**config.mk**
```make
export PLATFORM = sky130hd
export DESIGN_NAME = collapse_read_arbiter
export DESIGN_NICKNAME = d
export VERILOG_FILES = /design/src/rtl/collapse_read_arbiter.sv
export SDC_FILE = /design/constraint.sdc
export NUM_CORES = 1
export LEC_CHECK = 0
export CAP_MARGIN = 20
export CORE_MARGIN = 2
export CORE_UTILIZATION = 40
export CTS_CLUSTER_DIAMETER = 30
export DETAILED_ROUTE_END_ITERATION = 8
export PLACE_DENSITY = 0.78
export SYNTH_ARGS = -nofsm -noshare
export SYNTH_HDL_FRONTEND = slang
export SYNTH_SLANG_ARGS = --single-unit
export TNS_END_PERCENT = 1
```
**constraint.sdc**
```tcl
create_clock -name clk -period 4.7 [get_ports clk]
set_input_delay 0.47 -clock clk [delete_from_list [all_inputs] [get_ports clk]]
set_output_delay 0.47 -clock clk [all_outputs]
set_load 0.03 [all_outputs]
```
**src/rtl/collapse_read_arbiter.sv**
```systemverilog
// Sequencer and round-robin read arbiter for a byte-wide read-once collapse cell.
// Optional armed-lifetime expiry is built when COLLAPSE_ARB_TIMEOUT_EN is defined.
module collapse_read_arbiter #(
   parameter int NREQ    = 4,
   parameter int TIMEOUT = 1024
) (
   input  logic              clk,
   input  logic              reset,
   input  logic              prov_valid,
   output logic              prov_ready,
   input  logic [7:0]        prov_value,
   input  logic [NREQ-1:0]   req_valid,
   input  logic [2*NREQ-1:0] req_basis,
   output logic [NREQ-1:0]   resp_valid,
   output logic [7:0]        resp_data,
   output logic              resp_ok,
   output logic              cell_init,
   output logic              cell_read,
   output logic [7:0]        cell_value_in,
   output logic [1:0]        cell_read_basis,
   input  logic [7:0]        cell_value_out,
   input  logic              cell_output_enable,
   output logic              armed,
   output logic              spent,
   output logic              expired
);

   localparam int IW = $clog2(NREQ);

   typedef enum logic [2:0] {
      S_UNARMED, S_INIT, S_ARMED, S_READ, S_RESP, S_SPENT, S_DENY, S_EXPIRE
   } state_t;

   if (NREQ < 2 || NREQ > 8 || TIMEOUT < 2) begin : g_param_check
      $error("collapse_read_arbiter: NREQ must be 2..8 and TIMEOUT at least 2");
   end

   state_t          r_state;
   state_t          w_next;
   logic [IW-1:0]   r_ptr;
   logic [IW-1:0]   r_grant;
   logic [IW-1:0]   w_pick;
   logic [IW-1:0]   w_grant_nxt;
   logic [IW:0]     w_sum;
   logic            w_any;
   logic [1:0]      w_basis;
   logic [7:0]      r_val;
   logic [1:0]      r_basis;
   logic [7:0]      r_resp_data;
   logic            r_resp_ok;
   logic            w_timeout;

`ifdef COLLAPSE_ARB_TIMEOUT_EN
   localparam int CW = $clog2(TIMEOUT);
   logic [CW-1:0]   r_cnt;
   logic            r_expired;

   always_ff @(posedge clk) begin
      if (reset) begin
         r_cnt     <= '0;
         r_expired <= 1'b0;
      end else begin
         if (r_state == S_INIT) begin
            r_cnt <= '0;
         end else if (r_state == S_ARMED) begin
            r_cnt <= r_cnt + CW'(1);
         end
         if (r_state == S_EXPIRE) begin
            r_expired <= 1'b1;
         end
      end
   end

   assign w_timeout = (r_cnt == CW'(TIMEOUT - 1));
   assign expired   = r_expired;
`else
   assign w_timeout = 1'b0;
   assign expired   = 1'b0;
`endif

   // Walk offsets from the highest down so the lowest offset from the pointer wins.
   always_comb begin
      w_any  = 1'b0;
      w_pick = '0;
      w_sum  = '0;
      for (int k = NREQ - 1; k >= 0; k--) begin
         w_sum = {1'b0, r_ptr} + (IW+1)'(k);
         if (w_sum >= (IW+1)'(NREQ)) begin
            w_sum = w_sum - (IW+1)'(NREQ);
         end
         if (req_valid[w_sum[IW-1:0]]) begin
            w_any  = 1'b1;
            w_pick = w_sum[IW-1:0];
         end
      end
   end

   always_comb begin
      w_basis = 2'b00;
      for (int i = 0; i < NREQ; i++) begin
         if (w_pick == IW'(i)) begin
            w_basis = req_basis[2*i +: 2];
         end
      end
   end

   assign w_grant_nxt = (r_grant == IW'(NREQ - 1)) ? '0 : r_grant + IW'(1);

   always_comb begin
      w_next = r_state;
      case (r_state)
         S_UNARMED: if (prov_valid) w_next = S_INIT;
         S_INIT:    w_next = S_ARMED;
         S_ARMED: begin
            if (w_any) begin
               w_next = S_READ;
            end else if (w_timeout) begin
               w_next = S_EXPIRE;
            end
         end
         S_READ:    w_next = S_RESP;
         S_RESP:    w_next = S_SPENT;
         S_SPENT:   if (w_any) w_next = S_DENY;
         S_DENY:    w_next = S_SPENT;
         S_EXPIRE:  w_next = S_SPENT;
         default:   w_next = S_UNARMED;
      endcase
   end

   always_ff @(posedge clk) begin
      if (reset) begin
         r_state <= S_UNARMED;
         r_ptr   <= '0;
      end else begin
         r_state <= w_next;
         if (r_state == S_RESP || r_state == S_DENY) begin
            r_ptr <= w_grant_nxt;
         end
      end
   end

   // Secret-bearing registers are scrubbed as soon as their one use has passed.
   always_ff @(posedge clk) begin
      if (r_state == S_UNARMED && prov_valid) begin
         r_val <= prov_value;
      end else if (r_state == S_INIT) begin
         r_val <= '0;
      end
      if ((r_state == S_ARMED || r_state == S_SPENT) && w_any) begin
         r_grant <= w_pick;
      end
      if (r_state == S_ARMED && w_any) begin
         r_basis <= w_basis;
      end else if (r_state == S_READ) begin
         r_basis <= 2'b00;
      end
      r_resp_data <= (r_state == S_READ) ? cell_value_out : 8'h00;
      r_resp_ok   <= (r_state == S_READ) && cell_output_enable;
   end

   always_comb begin
      prov_ready      = (r_state == S_UNARMED);
      cell_init       = (r_state == S_INIT);
      cell_value_in   = (r_state == S_INIT) ? r_val : 8'h00;
      cell_read       = (r_state == S_READ) || (r_state == S_EXPIRE);
      cell_read_basis = (r_state == S_READ) ? r_basis : 2'b00;
      armed           = (r_state == S_ARMED);
      spent           = (r_state == S_SPENT);
      resp_data       = (r_state == S_RESP) ? r_resp_data : 8'h00;
      resp_ok         = (r_state == S_RESP) && r_resp_ok;
      resp_valid      = '0;
      for (int i = 0; i < NREQ; i++) begin
         resp_valid[i] = (r_state == S_RESP || r_state == S_DENY) && (r_grant == IW'(i));
      end
   end

endmodule

```
==> run summary, run 1 <==
run status - complete, no violations
switching power share of the total - 24.84%
number of detailed-routing iterations run before antenna repair - 4
CTS tree - built
Post-DRT Antenna Nets - 0
worst-path cell with the longest stage delay - sky130_fd_sc_hd__clkdlybuf4s50_1
crit path capture type - output port
number of enable flip-flop cells after synthesis - 12
top-area cell type share of the netlist area - 27.40%
logic depth of the worst register-to-register path - 3
post-synth net total - 169
cell area after synthesis - 1315 um^2
Worst Hold End - r_ptr[1]
via density per instance - 4.706
pin count of the biggest net entering global routing - 16
Yosys top cell by area - sky130_fd_sc_hd__edfxtp_1
Slew HR - 64.82%
initial core utilization - 42.72%
number of hold violations in the final report - 0
clock tree sinks - 26
area growth from synthesis to layout - 50.81%
Die Outline Area - 3762 um^2
actual transition at the worst max-transition pin - 0.5248 ns
data required time of the critical path - 4.23 ns
final wirelength - 2.817 mm
post-route worst hold slack - 0.5397 ns
number of cell rows - 20
proportion of power drawn by the clock network - 27.2%
number of DRC markers after the initial detailed-route iteration - 30
setup bufs post-CTS - 0
H-Tree Depth - 1
CTS buffer count - 3
sequential cell area fraction in the yosys report - 48.72%
Root Buffer - sky130_fd_sc_hd__clkbuf_4
switching power summed over all nets - 0.1349 mW
post-synth cell types - 32
sort of element at the start of the critical path - flop
Net count, final - 228
Max Fanout on Critical Path - 10
worst clock skew - 0.01125 ns
worst path arrival time - 2.38 ns
series of cell instances along the critical path - nor2b_1 > nor2b_1 > and2_1 > clkdlybuf4s50_1
via count - 1106
worst stage delay on the critical path - 0.68 ns
worst min-delay path startpoint - r_ptr[1]
cell count after synthesis - 133
post-layout min period - 2.846 ns
Max Cap Viol - 0
FMAX - 351.4 MHz
combinational cell fraction of total power - 23.3%
Peak VDD IR - 0.1222 mV
Storage cell area - 640.6 um^2
register-to-register setup slack - 2.90 ns
Setup violations, final - 0
GPL Wtd Cong - 0.7521
Routed WL per cell - 11.99 um
number of top-level design ports - 61
detailed-route DRC error count - 0
fin worst setup slack - 1.854 ns
number of port buffers - 59
minimum setup slack after placement - 2.170 ns
Multi-input gate area - 628.1 um^2
largest cells by area after synthesis - sky130_fd_sc_hd__edfxtp_1 (27%), sky130_fd_sc_hd__dfxtp_1 (21%), sky130_fd_sc_hd__and2_1 (16%)
path category of the worst min-delay check - reg -> reg
final slew viol count - 0
ratio of cells with drive above 1 in the final layout - 5.236%
Inst Count DP - 231
final critical-path share of the clock period - 60.55%
static leakage power - 0.7954 nW
Worst Hold Depth - 2
PostCTS Resize Cnt - 0
r2r endpoint - r_val[1]
power density over cell area - 274.0 nW/um^2
vias in the first global route - 1000
overall track demand over capacity in global routing - 15.15%
cell repeated most along the worst path - sky130_fd_sc_hd__nor2b_1
kind of critical path - reg -> out
placed wire-length estimate - 2.278 mm
Post-CTS Hold Buffers - 0
non-filler instance count after layout - 235
Mean Syn Cell Area - 9.887 um^2
synth warn - 0
height of the die - 61.34 um
CTS Buffer Depth - 2
CORE AREA - 3078 um^2
clock transition at the registers of the reported paths - 0.14 ns
buffers plus inverters on the worst setup path - 1
category of cells accounting for the largest share of critical-path delay - simple AND/OR/NAND/NOR gates
setup repair after global routing missed its margin - no
Layout fillers - 268
total internal power - 0.4084 mW
final global-route overflow total - 0
wire length of the first global-routing pass - 4.181 mm
Seq cells post-synth - 26
setup tns final - 0 ns
Die W - 61.34 um
number of diodes - 0
Primary FF master, synth - sky130_fd_sc_hd__dfxtp_1
proportion of power drawn by flip-flops and latches - 49.5%
initial antenna violation count - 0
clock latency at the later pin of the worst-skew pair - 0.31 ns
reg2reg start - r_state[0]
share of flip-flops with an asynchronous set or reset - 0%
power groups by stage:
| stage | clock [mW] | combinational [mW] | sequential (mW) |
|---|---|---|---|
| after floorplan | 0 | 0.0718 | 0.271 |
| after global placement | 0 | 0.124 | 0.273 |
| after detailed placement | 0 | 0.127 | 0.274 |
| after CTS | 0.152 | 0.128 | 0.269 |
| after global routing | 0.163 | 0.136 | 0.272 |
| final | 0.148 | 0.127 | 0.269 |
routing by layer:
metal | up-vias | part of all wire (%) | global-route usage (%)
li1 | 566 | - | -
met1 | 499 | 41 | 17.17
met2 | 39 | 53 | 28.57
met3 | 2 | 5.5 | 1.681
met4 | 0 | 0.85 | 6.383
met5 | - | 0 | 0
worst max-delay path by stage:
stage / startpoint / endpoint / slack [ns] / cells after the start
2_1_floorplan: r_state[2] / r_basis[0] / 2.63 / 4
3_5_place_dp: r_state[0] / cell_value_in[5] / 2.17 / 4
3_3_place_gp: r_state[0] / cell_value_in[1] / 2.30 / 4
5_1_grt: r_state[0] / cell_value_in[3] / 1.64 / 4
6_report: r_state[0] / cell_value_in[5] / 1.85 / 4
4_1_cts: r_state[0] / cell_value_in[5] / 1.80 / 4
kinds of logic (layout without fill, tap and decap cells):
family	Yosys count	count (layout)	synth area share, %
other	1	1	0.2852
DFF	26	26	48.72
AOI/OAI and AO/OA	19	19	9.705
muxes	2	2	1.522
buffers and inverters	9	67	3.520
adders and majority gates	4	4	3.806
and+or+nand+nor	72	72	32.45
cell usage after synthesis, types with 2 or more instances:
cell type                  count
sky130_fd_sc_hd__inv_1         3
sky130_fd_sc_hd__dfxtp_1      14
sky130_fd_sc_hd__and2_1       33
sky130_fd_sc_hd__nor2_1       10
sky130_fd_sc_hd__ha_1          4
sky130_fd_sc_hd__mux2i_1       2
sky130_fd_sc_hd__nor2b_1       4
sky130_fd_sc_hd__nand2_1       7
sky130_fd_sc_hd__clkbuf_1      3
sky130_fd_sc_hd__a21oi_1       6
sky130_fd_sc_hd__a21boi_1      2
sky130_fd_sc_hd__nor3_2        2
sky130_fd_sc_hd__a211oi_1      4
sky130_fd_sc_hd__and3_1        8
sky130_fd_sc_hd__nand2b_1      2
sky130_fd_sc_hd__o21a_1        2
sky130_fd_sc_hd__edfxtp_1     12
layout make-up:
| type | count | share of cell area, % |
|---|---|---|
| multi-input combinational | 98 | 31.67 |
| inverter | 4 | 0.8202 |
| tap | 44 | 2.776 |
| timing repair buffer | 59 | 29.78 |
| clock inverter | 1 | 1.514 |
| sequential | 26 | 32.30 |
| clock buffer | 3 | 1.136 |
registers in the layout (all words and copies together), names as in the netlist:
name and cells:
r_resp_data 8, r_val 8, r_state 3, r_basis 2, r_grant 2, r_ptr 2, r_resp_ok 1
worst register-to-register path, stage by stage, from the launching register on:
cell and delay [ns]:
sky130_fd_sc_hd__dfxtp_1 0.47, sky130_fd_sc_hd__nor2b_1 0.24, sky130_fd_sc_hd__nor2b_1 0.47, sky130_fd_sc_hd__a21o_1 0.32
through the flow:
stage / instance area (um^2) / total power, mW / utilization, %
after floorplan: 1315 / 0.3430 / -
after global placement: 1931 / 0.3969 / 62.72
after detailed placement: 1931 / 0.4015 / 62.72
after CTS: 1983 / 0.5491 / 64.43
after global routing: 1983 / 0.5704 / 64.43
final: 1983 / 0.5434 / 64.43
cells in the final DEF (no fill, tap or decap), types with 3 or more instances in the layout:
| master | netlist | layout |
|---|---|---|
| sky130_fd_sc_hd__edfxtp_1 | 12 | 12 |
| sky130_fd_sc_hd__clkdlybuf4s50_1 | 0 | 59 |
| sky130_fd_sc_hd__dfxtp_1 | 14 | 14 |
| sky130_fd_sc_hd__a21oi_1 | 6 | 6 |
| sky130_fd_sc_hd__and2_1 | 33 | 33 |
| sky130_fd_sc_hd__nor2_1 | 10 | 10 |
| sky130_fd_sc_hd__a211oi_1 | 4 | 4 |
| sky130_fd_sc_hd__ha_1 | 4 | 4 |
| sky130_fd_sc_hd__and3_1 | 8 | 8 |
| sky130_fd_sc_hd__nor2b_1 | 4 | 4 |
| sky130_fd_sc_hd__clkbuf_4 | 0 | 3 |
| sky130_fd_sc_hd__nand2_1 | 7 | 7 |
| sky130_fd_sc_hd__inv_1 | 3 | 3 |
Power figures use the tool's default switching activity.
==> inputs of run 2 (changes only) <==
- CORE_UTILIZATION: 40 -> 37
- PLACE_DENSITY: 0.78 -> 0.76
- clock period: 4.7 -> 2.6 ns (I/O delays scaled with it)
==> run summary, run 2 (synthesis gave the netlist of run 1 again) <==
number of hold violations in the final report - 0 (unchanged)
pin count of the biggest net entering global routing - 16 (unchanged)
H-Tree Depth - 1 (unchanged)
kind of critical path - reg -> out
Power, Total - 0.9573 mW (+76%)
clock tree sinks - 26 (unchanged)
actual transition at the worst max-transition pin - 0.5465 ns (+0.02170 ns)
Routed WL per cell - 12.41 um (+3.6%)
CTS tree - built
detailed-route DRC error count - 0 (unchanged)
overall track demand over capacity in global routing - 14.45% (-0.71 points)
via density per instance - 4.703 (about the same)
Net count, final - 230 (+0.88%)
number of top-level design ports - 61 (unchanged)
Post-CTS Hold Buffers - 0 (unchanged)
FMAX - 410.8 MHz
commonest non-fill, non-tap cells in the layout - sky130_fd_sc_hd__clkdlybuf4s50_1 (59), sky130_fd_sc_hd__and2_1 (33), sky130_fd_sc_hd__dfxtp_1 (14)
number of detailed-routing iterations run before antenna repair - 2 (-2)
Max Cap Viol - 0 (unchanged)
Multi-input gate area - 640.6 um^2 (+2.0%)
post-layout min period - 2.434 ns
Die Outline Area - 4047 um^2 (+7.6%)
Largest regs - r_resp_data x8, r_val x8, r_state x3
final critical-path share of the clock period - 93.63%
via count - 1124 (+1.6%)
worst clock skew - 0.004716 ns (-0.006535 ns)
sort of element at the start of the critical path - flop
fin worst setup slack - 0.1656 ns (-1.688 ns)
initial core utilization - 39.10% (-3.6 points)
Peak VDD IR - 0.2218 mV (+82%)
crit path capture type - output port
CTS Buffer Depth - 2 (unchanged)
GPL Wtd Cong - 0.8084 (+7.5%)
most common library cell in the layout ignoring fill and taps - sky130_fd_sc_hd__clkdlybuf4s50_1
CTS buffer count - 3 (unchanged)
Slew HR - 63.37% (-1.5 points)
Setup violations, final - 0 (unchanged)
Storage cell area - 640.6 um^2 (unchanged)
final global-route overflow total - 0 (unchanged)
power density over cell area - 476.7 nW/um^2 (+74%)
height of the die - 63.62 um (+3.7%)
number of DRC markers after the initial detailed-route iteration - 19 (-37%)
vias in the first global route - 1089 (+8.9%)
Layout fillers - 327 (+22%)
placed wire-length estimate - 2.394 mm (+5.1%)
static leakage power - 0.8065 nW (+1.4%)
Root Buffer - sky130_fd_sc_hd__clkbuf_4
Die W - 63.62 um (+3.7%)
clock transition at the registers of the reported paths - 0.14 ns (about the same)
CORE AREA - 3363 um^2 (+9.3%)
data required time of the critical path - 2.34 ns (-1.89 ns)
Post-DRT Antenna Nets - 0 (unchanged)
non-filler instance count after layout - 239 (+1.7%)
clock latency at the later pin of the worst-skew pair - 0.31 ns (about the same)
number of port buffers - 59 (unchanged)
Max Fanout on Critical Path - 10 (unchanged)
run status - complete, no violations
Inst Count DP - 235 (+1.7%)
number of cell rows - 21 (+5.0%)
final slew viol count - 0 (unchanged)
number of diodes - 0 (unchanged)
initial antenna violation count - 0 (unchanged)
wire length of the first global-routing pass - 4.588 mm (+9.7%)
path category of the worst min-delay check - in -> reg
minimum setup slack after placement - 0.2633 ns (-1.906 ns)
final wirelength - 2.967 mm (+5.3%)
worst path arrival time - 2.17 ns (-0.21 ns)
area growth from synthesis to layout - 52.71%
ratio of cells with drive above 1 in the final layout - 7.772% (+2.5 points)
## run 2: path summary, 6_finish.rpt
kind,end,depth (start not counted),from,slack (ns)
max reg2reg,r_basis[1],3,r_state[1],0.88
min reg2reg,r_ptr[1],2,r_ptr[1],0.55
min,r_resp_data[6],2,cell_value_out[6],0.49
max,cell_value_in[4],4,r_state[0],0.17
## run 2: worst max-delay path: stages, from the launching register on
cell,delay (ns)
sky130_fd_sc_hd__dfxtp_1,0.50
sky130_fd_sc_hd__nor2b_2,0.26
sky130_fd_sc_hd__nor2b_4,0.27
sky130_fd_sc_hd__and2_1,0.16
sky130_fd_sc_hd__clkdlybuf4s50_1,0.67
## run 2: area by class of cell
type	instances	area share [%]
Sequential cell	26	31.90
Clock buffer	4	2.368
Multi-Input combinational cell	98	31.90
Inverter	4	0.8100
Timing Repair Buffer	61	30.16
Tap cell	46	2.866
## run 2: repair_timing
item | in CTS | in global routing
setup buffers | 0 | 0
resized for setup | 1 | 3
endpoints found under the setup margin | 8 | 17
## run 2: where the power goes
part           internal [mW]  leakage (nW)  switching, mW
Clock                  0.117        0.0261          0.116
Combinational          0.116         0.549          0.121
Sequential             0.470         0.231         0.0160
## run 2: through the flow
step | util, % | hold slack [ns] | setup TNS, ns | cell area, um^2
4_1_cts | 59.41 | 0.4758 | 0 | 1998
3_5_place_dp | 57.92 | 0.5186 | 0 | 1948
5_1_grt | 59.71 | 0.4671 | -0.01012 | 2008
3_3_place_gp | 57.92 | 0.5021 | 0 | 1948
6_report | 59.71 | 0.4851 | 0 | 2008
2_1_floorplan | - | 0.3291 | 0 | 1315
## run 2: routing by layer
layer  GRT usage [%]  part of all wire (%)
met5               0                     0
met4           5.707                  0.98
met3           2.143                   5.3
met1           15.27                    40
met2           28.16                    54
==> inputs of run 3 (changes only) <==
- CORE_UTILIZATION: 37 -> 44
- PLACE_DENSITY: 0.76 -> 0.85
- SKIP_CTS_REPAIR_TIMING: default -> 1
- clock period: 2.6 -> 2.9 ns (I/O delays scaled with it)
==> run summary, run 3 (synthesis gave the netlist of run 1 again) <==
Die W - 58.67 um (-7.8%)
fin worst setup slack - 0.2238 ns (+0.05815 ns)
number of top-level design ports - 61 (unchanged)
number of DRC markers after the initial detailed-route iteration - 32 (+13)
power density over cell area - 409.6 nW/um^2 (-14%)
CORE AREA - 2805 um^2 (-17%)
wire length of the first global-routing pass - 4.761 mm (+3.8%)
static leakage power - 0.7825 nW (-3.0%)
actual transition at the worst max-transition pin - 0.5385 ns (-0.008003 ns)
number of port buffers - 59 (unchanged)
reg2reg start - r_state[0]
FMAX - 373.7 MHz
Largest regs - r_resp_data x8, r_val x8, r_state x3
clock transition at the registers of the reported paths - 0.13 ns (about the same)
final wirelength - 2.901 mm (-2.2%)
data required time of the critical path - 2.61 ns (+0.27 ns)
logic depth of the worst register-to-register path - 3 (unchanged)
vias in the first global route - 1104 (+1.4%)
Max Cap Viol - 0 (unchanged)
Post-DRT Antenna Nets - 0 (unchanged)
initial core utilization - 46.88% (+7.8 points)
kind of critical path - reg -> out
Slew HR - 63.77% (+0.40 points)
crit path capture type - output port
commonest non-fill, non-tap cells in the layout - sky130_fd_sc_hd__clkdlybuf4s50_1 (59), sky130_fd_sc_hd__and2_1 (33), sky130_fd_sc_hd__dfxtp_1 (14)
Max Fanout on Critical Path - 10 (unchanged)
via density per instance - 5.041 (+7.2%)
termination of the worst setup path - cell_value_in[0]
final critical-path share of the clock period - 92.28%
most common library cell in the layout ignoring fill and taps - sky130_fd_sc_hd__clkdlybuf4s50_1
number of cell rows - 19 (-9.5%)
Routed WL per cell - 13.07 um (+5.3%)
Worst Hold Depth - 2 (unchanged)
critical path launch point - r_state[0]
ratio of cells with drive above 1 in the final layout - 4.712% (-3.1 points)
via count - 1119 (-0.44%)
clock tree sinks - 26 (unchanged)
Die Outline Area - 3442 um^2 (-15%)
failing checks - DRC
setup tns final - 0 ns (unchanged)
Root Buffer - sky130_fd_sc_hd__clkbuf_4
final global-route overflow total - 0 (unchanged)
Peak VDD IR - 0.2372 mV (+7.0%)
run status - complete, but fails checks
H-Tree Depth - 1 (unchanged)
number of detailed-routing iterations run before antenna repair - 8 (+6)
number of diodes - 0 (unchanged)
register-to-register setup slack - 1.07 ns (+0.19 ns)
CTS tree - built
pin count of the biggest net entering global routing - 15 (-1)
GPL Wtd Cong - 0.7303 (-9.7%)
overall track demand over capacity in global routing - 18.26% (+3.8 points)
area growth from synthesis to layout - 47.57%
CTS Buffer Depth - 2 (unchanged)
initial antenna violation count - 0 (unchanged)
detailed-route DRC error count - 5 (+5)
post-layout min period - 2.676 ns
Net count, final - 228 (-0.87%)
Setup violations, final - 0 (unchanged)
worst clock skew - 0.005038 ns (+0.0003217 ns)
sort of element at the start of the critical path - flop
placed wire-length estimate - 2.382 mm (-0.50%)
r2r endpoint - r_val[5]
number of hold violations in the final report - 0 (unchanged)
CTS buffer count - 3 (unchanged)
setup repair after global routing missed its margin - no
height of the die - 58.67 um (-7.8%)
final slew viol count - 0 (unchanged)
clock latency at the later pin of the worst-skew pair - 0.32 ns (about the same)
worst path arrival time - 2.39 ns (+0.22 ns)
path category of the worst min-delay check - in -> reg
minimum setup slack after placement - 0.5917 ns (+0.3284 ns)
## run 3: cell types whose count changed in the layout (fill, tap and decap cells not counted)
cell,previous run,this run
sky130_fd_sc_hd__buf_4,2,0
sky130_fd_sc_hd__nor2_1,9,10
sky130_fd_sc_hd__nor2b_2,1,0
sky130_fd_sc_hd__nor2b_1,2,4
sky130_fd_sc_hd__nor2_2,1,0
sky130_fd_sc_hd__clkbuf_16,1,0
sky130_fd_sc_hd__clkbuf_1,0,1
sky130_fd_sc_hd__nor2b_4,2,1
## run 3: metrics by stage
stage | utilization [%] | power [mW] | instances | cell area, um^2 | hold slack, ns
after detailed placement | 68.24 | 0.6499 | 218 | 1914 | 0.5072
after floorplan | - | 0.5559 | 133 | 1315 | 0.3591
after CTS | 69.18 | 0.8030 | 222 | 1941 | 0.5157
after global routing | 69.18 | 0.8378 | 222 | 1941 | 0.4993
final | 69.18 | 0.7949 | 222 | 1941 | 0.5173
after global placement | 68.24 | 0.6416 | 218 | 1914 | 0.5021
## run 3: per-layer routing
metal  part of all wire [%]  GRT usage [%]  wire length, um  vias up
met5                      0              0                0        -
met4                    2.1          7.792               61        0
met3                    7.0          2.637              202        6
met2                     51          33.39             1483       44
met1                     40          21.15             1153      505
li1                       -              -                -      564
## run 3: worst min-delay path by stage
stage                 startpoint             end  slack [ns]
2_1_floorplan              reset        r_ptr[1]        0.36
3_3_place_gp            r_ptr[1]        r_ptr[1]        0.50
3_5_place_dp            r_ptr[1]        r_ptr[1]        0.51
4_1_cts        cell_value_out[0]  r_resp_data[0]        0.52
5_1_grt        cell_value_out[0]  r_resp_data[0]        0.50
6_report       cell_value_out[0]  r_resp_data[0]        0.52
## run 3: cell type report
cell class	count	area, um^2
clock buffer	4	26.28
fill	230	864.6
inverter	4	16.27
multi-input combinational	98	628.1
sequential	26	640.6
tap	31	38.79
timing repair buffer	59	590.6
## run 3: critical path: stages (launching register included)
cell and delay, ns:
sky130_fd_sc_hd__dfxtp_1 0.49, sky130_fd_sc_hd__nor2b_1 0.24, sky130_fd_sc_hd__nor2b_1 0.47, sky130_fd_sc_hd__and2_1 0.21, sky130_fd_sc_hd__clkdlybuf4s50_1 0.66
## run 3: power breakdown
part | total (mW) | internal (mW) | switching (mW) | leakage, nW
clock network | 0.154 | 0.0538 | 0.100 | 0.0150
registers | 0.437 | 0.422 | 0.0150 | 0.231
logic | 0.205 | 0.101 | 0.104 | 0.536
